[config.mk]
export PLATFORM = sky130hd
export DESIGN_NAME = cacheline_adaptor
export DESIGN_NICKNAME = d
export VERILOG_FILES = /design/src/rtl/cache_types.sv /design/src/rtl/cacheline_adaptor.sv
export SDC_FILE = /design/constraint.sdc
export NUM_CORES = 1
export LEC_CHECK = 0
export ABC_CLOCK_PERIOD_IN_PS = 25500
export CORE_AREA = 2 2 276 278
export DETAILED_ROUTE_END_ITERATION = 10
export DIE_AREA = 0 0 278 280
export PLACE_DENSITY = 0.61
export RECOVER_POWER = 50
export SETUP_SLACK_MARGIN = 0.3
export SLEW_MARGIN = 15
export SYNTH_ARGS = -nofsm -noshare
export SYNTH_HDL_FRONTEND = slang
export SYNTH_SLANG_ARGS = --single-unit
[constraint.sdc]
create_clock -name clk -period 25.5 [get_ports clk]
set_input_delay 5.1 -clock clk [delete_from_list [all_inputs] [get_ports clk]]
set_output_delay 5.1 -clock clk [all_outputs]
set_load 0.05 [all_outputs]
[src/rtl/cache_types.sv]
// Shared cache type definitions: controller/adaptor state enums and address helpers.
package cache_types;

    typedef enum logic [1:0] {
        IDLE = 2'd0,
        RD   = 2'd1,
        WR   = 2'd2,
        DONE = 2'd3
    } adaptor_state_t;

    // Clears the low `off` bits so the address points at the start of its line.
    function automatic logic [31:0] align_addr(input logic [31:0] addr, input int unsigned off);
        logic [31:0] mask;
        mask = (32'd1 << off) - 32'd1;
        return addr & ~mask;
    endfunction

endpackage

[src/rtl/cacheline_adaptor.sv]
// Converts between the cache's 256-bit line port and the 64-bit burst port of memory,
// one line transaction at a time, with a single-cycle completion pulse back to the cache.
module cacheline_adaptor
    import cache_types::*;
#(
    parameter int s_line    = 256,
    parameter int s_burst   = 64,
    parameter int s_offset  = 5,
    parameter int num_beats = s_line / s_burst
) (
    input  logic                clk,
    input  logic                rst,

    input  logic [s_line-1:0]   line_i,
    output logic [s_line-1:0]   line_o,
    input  logic [31:0]         address_i,
    input  logic                read_i,
    input  logic                write_i,
    output logic                resp_o,

    input  logic [s_burst-1:0]  burst_i,
    output logic [s_burst-1:0]  burst_o,
    output logic [31:0]         address_o,
    output logic                read_o,
    output logic                write_o,
    input  logic                resp_i
);

    localparam int CW = (num_beats > 1) ? $clog2(num_beats) : 1;
    localparam logic [CW-1:0] LAST_BEAT = CW'(num_beats - 1);

    adaptor_state_t    state_q, state_d;
    logic [CW-1:0]     cnt_q, cnt_d;
    logic [s_line-1:0] rbuf_q, rbuf_d;
    logic [s_line-1:0] wbuf_q, wbuf_d;
    logic [31:0]       addr_q, addr_d;
    logic              read_q, read_d;
    logic              write_q, write_d;
    logic              resp_q, resp_d;

    always_comb begin
        state_d = state_q;
        cnt_d   = cnt_q;
        rbuf_d  = rbuf_q;
        wbuf_d  = wbuf_q;
        addr_d  = addr_q;

        case (state_q)
            IDLE: begin
                // A write outranks a read if the cache ever raises both.
                if (write_i) begin
                    wbuf_d  = line_i;
                    addr_d  = align_addr(address_i, s_offset);
                    cnt_d   = '0;
                    state_d = WR;
                end else if (read_i) begin
                    addr_d  = align_addr(address_i, s_offset);
                    cnt_d   = '0;
                    state_d = RD;
                end
            end
            RD: begin
                if (resp_i) begin
                    rbuf_d[cnt_q*s_burst +: s_burst] = burst_i;
                    cnt_d = cnt_q + 1'b1;
                    if (cnt_q == LAST_BEAT) begin
                        state_d = DONE;
                    end
                end
            end
            WR: begin
                if (resp_i) begin
                    cnt_d = cnt_q + 1'b1;
                    if (cnt_q == LAST_BEAT) begin
                        state_d = DONE;
                    end
                end
            end
            DONE: begin
                state_d = IDLE;
            end
            default: begin
                state_d = IDLE;
            end
        endcase

        // Handshake outputs follow the next state so they come straight off flops.
        read_d  = (state_d == RD);
        write_d = (state_d == WR);
        resp_d  = (state_d == DONE);
    end

    always_ff @(posedge clk or posedge rst) begin
        if (rst) begin
            state_q <= IDLE;
            cnt_q   <= '0;
            rbuf_q  <= '0;
            wbuf_q  <= '0;
            addr_q  <= '0;
            read_q  <= 1'b0;
            write_q <= 1'b0;
            resp_q  <= 1'b0;
        end else begin
            state_q <= state_d;
            cnt_q   <= cnt_d;
            rbuf_q  <= rbuf_d;
            wbuf_q  <= wbuf_d;
            addr_q  <= addr_d;
            read_q  <= read_d;
            write_q <= write_d;
            resp_q  <= resp_d;
        end
    end

    // Fill data and writeback data live in separate buffers so a writeback never alters line_o.
    assign line_o    = rbuf_q;
    assign burst_o   = wbuf_q[cnt_q*s_burst +: s_burst];
    assign address_o = addr_q;
    assign read_o    = read_q;
    assign write_o   = write_q;
    assign resp_o    = resp_q;

endmodule

# --- Yosys cells after proc, flatten, opt, wreduce, memory -nomap -nowiden ---
# Cells that the tools add are included.
totals:
  input_bits: 357
  elab_cells: 42
  output_inout_bits: 355
  regBits: 551
op_classes:
  n_shift: 3
  n_reduce_logical: 8
  n_addsub: 2
  n_eq_ne: 9
  muxes: 12
op_table:
  columns: ["cell", "n"]
  rows:
  - ["bitwise mux 256 bit", 1]
  - ["variable shift 64 x 34 -> 256 bit (first input constant)", 1]
  - ["variable part select 256 x 9 -> 64 bit", 1]
  - ["variable part select 64 x 34 -> 256 bit", 1]
  - ["two-way mux 32 bit", 2]
  - ["negator 8 -> 34 bit", 1]
  - ["two-way mux 2 bit", 7]
  - ["equality test 2 bit (second input constant)", 5]
  - ["one-hot mux 2 bit (3 select lines)", 1]
  - ["AND reduction 2 bit", 3]
  - ["equality test 2 x 1 -> 1 bit (second input constant)", 2]
  - ["one-hot mux 2 bit (2 select lines)", 1]
  - ["nonzero test 2 bit", 2]
  - ["inequality test 3 bit (second input constant)", 1]
  - ["AND reduction 3 bit", 1]
  - ["adder 2 x 1 -> 2 bit (second input constant)", 1]
  - ["zero test 2 bit", 1]
  - ["inequality test 2 x 1 -> 1 bit (second input constant)", 1]
  - ["OR reduction 2 bit", 1]

# --- Depth between registers and ports, before layout ---
depth:
  ltp_word: 5
  depth_mapped: 9
  mapped_depth_nobuf: 5

# --- Worst setup path before layout ---
# No wires, ideal clock.
synth_timing:
  path_type: "register to output"
  startpoint: "register cnt_q[0]"
  endpoint: "output burst_o[0]"
  stages_incl_launch_ff: 5
  n_path_buf: 3
  required_time_ns: 20.400
  t_arrival_ns: 1.769
  path_slack_ns: 18.631
  cell_sequence: "dfrtp_1 > buf_2 > buf_2 > buf_2 > mux4_2"
synth_between:
  elab_chain_cells: 1
synth_lines:
  columns: ["element", "line", "text"]
  rows:
  - ["start, declared", "cacheline_adaptor.sv:33", "logic [CW-1:0] cnt_q, cnt_d;"]
  - ["start signal, assigned", "cacheline_adaptor.sv:105", "cnt_q <= cnt_d;"]
  - ["variable part select 256 x 9 -> 64 bit", "cacheline_adaptor.sv:117", "assign burst_o = wbuf_q[cnt_q*s_burst +: s_burst];"]
  - ["end, declared", "cacheline_adaptor.sv:22", "output logic [s_burst-1:0] burst_o,"]
# No other way between the ends.

==> out/metrics.cfg <==
[detailed_routing]
remaining_drc_errors = 0
drt-total-wl_um = 72800
vias_per_cell = 4.79
drt_pass1_iterations = 5
wire_per_inst_um = 22.6
first_iter_violations = 935
drtAntennaViolNets = 0
vias = 15474

[sta]
timing.final.crit_period_ns = 12.46
tightestPinTransition_ns = 4.53
tns_ns = 0
grt_setup_unrepaired = no
slew_viol_final = 420
slew_headroom = -2.02
finalSetupViolCount = 0
final_hold_viol_count = 0
finalClockSkew_ns = 0.0139
layout_setup_ws_ns = 13.04
max_freq_mhz = 80.3
period_share = 0.489
whs_ns = 0.475

[worst_setup_path]
slowest_delay_ns = 2.72
crit_path_start_kind = input pin
rr_startpoint = cnt_q[0]$_DFFE_PP0P_
cp.required_ns = 25.96
r2r_setup_slack_ns = 19.92
cpMostUsedCell = buf_4
r2r_end = line_o[81]$_DFFE_PP0P_
ff2ff_path_depth = 4
worst_path_max_delay_cell = clkbuf_1
path_cells = dlygate4sd3_1 > clkinvlp_2 > clkbuf_1 > buf_4 > buf_4
cp.arrival_ns = 12.92
critPathKind = in2async
end_kind = asynchronous set/reset pin
critPathMaxFanout = 98

[hold_path]
hp-class = reg2reg
holdPathEnd = line_o[195]$_DFFE_PP0P_
whs_path_depth = 2
min_from = line_o[195]$_DFFE_PP0P_

[final_layout]
drive_gt1_frac = 0.215
fin_cells = 3228
fin_util = 0.423
area_growth_pct = 46.1
n_fill_cell = 6884
seqCellArea_um2 = 13700
nNetsFinal = 2550
multi_input_area_um2 = 7640

[logic_synthesis]
synth-warning-count = 0
synth_top_cell_by_area = dfrtp_1
async_flop_share = 1.00
synth_top_area_frac = 0.627
synth-main-ff-cell = dfrtp_1
synthesis.area_um2 = 21800
ys_types = 31
synthTopCellsByCount = dfrtp_1, mux2_2, nand2_1
avgSynthCellArea_um2 = 14.5
syn_inst = 1507
synth.most_common_cell = dfrtp_1
synth_edf_count = 0
netlist_top_cells_area = dfrtp_1, mux2_2, mux4_2
ys_seq_area_frac = 0.627
ys_ff_latch = 546

[power_and_ir_drop]
power_density_nw_per_um2 = 122
p_int_uw = 2380
power.leakage_uw = 0.0137
power.switching_uw = 1510
p_clk_frac = 0.228
ir_worst_vdd_uv = 78.9
p_comb_frac = 0.432
p_sw_frac = 0.389
seq_power_share = 0.340

[run_status]
status = finished with violations
violations = capacitance limit, slew limit

[run]
drv_cap = 6

[floorplanning]
io_pins = 712
dieWidth_um = 278
core_um2 = 75200
num_rows = 101
start_util = 0.290
die_height_um = 280
dieArea_um2 = 77800

[global_route]
grt_overflow = 0
track_usage = 0.180
use_met3 = 0.0357
use_met1 = 0.225
grt_busiest_layer = met2
grt_use_met2 = 0.304
grt_pass1_vias = 16299
antenna_found_initial = 15
grt_max_degree = 170
grt_pass1_wl_um = 107000

[placement]
place_congestion = 0.877
dpl.cell_count = 3097
dp_slack_ns = 16.31
post-dp-hpwl_um = 51500
port_buffers = 701

[clock_tree]
clk_path_buf_depth = 3
cts-buffers-inserted = 61
tritoncts = built
clock-root-buffer = clkbuf_16
cts_resized = 0
clk_pin_slew_ns = 0.06
cts-hold-fix-buffers = 0
cts_setup_buffers = 0
cts_max_level = 2
cts.sinks = 546
insertion_delay_ns = 0.62

## worst max-delay path: cells and delay by family
family	cells	cell delay, ns
buffers and inverters	5	7.64
## metrics by stage
stage          instance area, um^2  total power (uW)
2_1_floorplan                21800              2470
3_3_place_gp                 29800              3000
3_5_place_dp                 29800              3050
4_1_cts                      31800              3960
5_1_grt                      31800              4060
6_report                     31800              3890
## worst max path at each step
stage,startpoint,endpoint,slack [ns],cells after the start
2_1_floorplan,rst,address_o[10]$_DFFE_PP0P_,5.14,1
3_3_place_gp,rst,cnt_q[1]$_DFFE_PP0P_,16.46,5
3_5_place_dp,rst,cnt_q[0]$_DFFE_PP0P_,16.31,5
4_1_cts,cnt_q[0]$_DFFE_PP0P_,burst_o[43],16.36,3
5_1_grt,rst,cnt_q[0]$_DFFE_PP0P_,11.33,5
6_report,rst,cnt_q[0]$_DFFE_PP0P_,13.04,5
## cells by family (layout without fill, tap and decap cells)
kind of cell,after synthesis,after routing,synth area share
AOI/OAI and AO/OA,264,264,0.0883
DFF,546,546,0.627
muxes,349,349,0.213
and+or+nand+nor,217,217,0.0406
buffers and inverters,120,844,0.0246
other,1,20,0.000172
adders and majority gates,10,10,0.00574
## final cells by class
class / count / area share
clock inverters: 26 / 0.00724
repair buffers: 722 / 0.226
well taps: 978 / 0.0385
diodes: 15 / 0.00118
flip-flops and latches: 546 / 0.430
multi-input cells: 845 / 0.240
clock buffers: 89 / 0.0569
inverters: 7 / 0.000865
## registers in the layout (all words and copies together), names as in the netlist
signal     cells
state_q        2
wbuf_q       256
cnt_q          2
address_o     27
read_o         1
resp_o         1
write_o        1
line_o       256
## routing by layer
layer | part of all wire | up-vias
met4 | 0.039 | 2
met3 | 0.059 | 144
met1 | 0.40 | 7907
met2 | 0.50 | 596
met5 | 0.00016 | -
li1 | - | 6825
## power by group through the flow
stage	logic [uW]	clock network, uW	registers, uW
2_1_floorplan	942	0	1520
3_3_place_gp	1690	0	1310
3_5_place_dp	1710	0	1340
4_1_cts	1720	915	1320
5_1_grt	1750	950	1360
6_report	1680	888	1320
## cell usage in the layout, fill, tap and decap left out, types with 14 or more instances in the layout
master / synthesis / routed
o21ai_0: 92 / 100
clkbuf_8: 0 / 18
mux2_2: 283 / 283
dlygate4sd3_1: 0 / 184
a22o_1: 158 / 158
clkdlybuf4s50_1: 0 / 517
clkbuf_1: 51 / 14
clkbuf_16: 0 / 61
mux4_2: 64 / 64
buf_4: 5 / 15
dfrtp_1: 546 / 544
diode_2: 0 / 15
nand2_1: 200 / 200
clkinv_2: 0 / 14
Note: power is estimated with default switching activity, not from simulation.
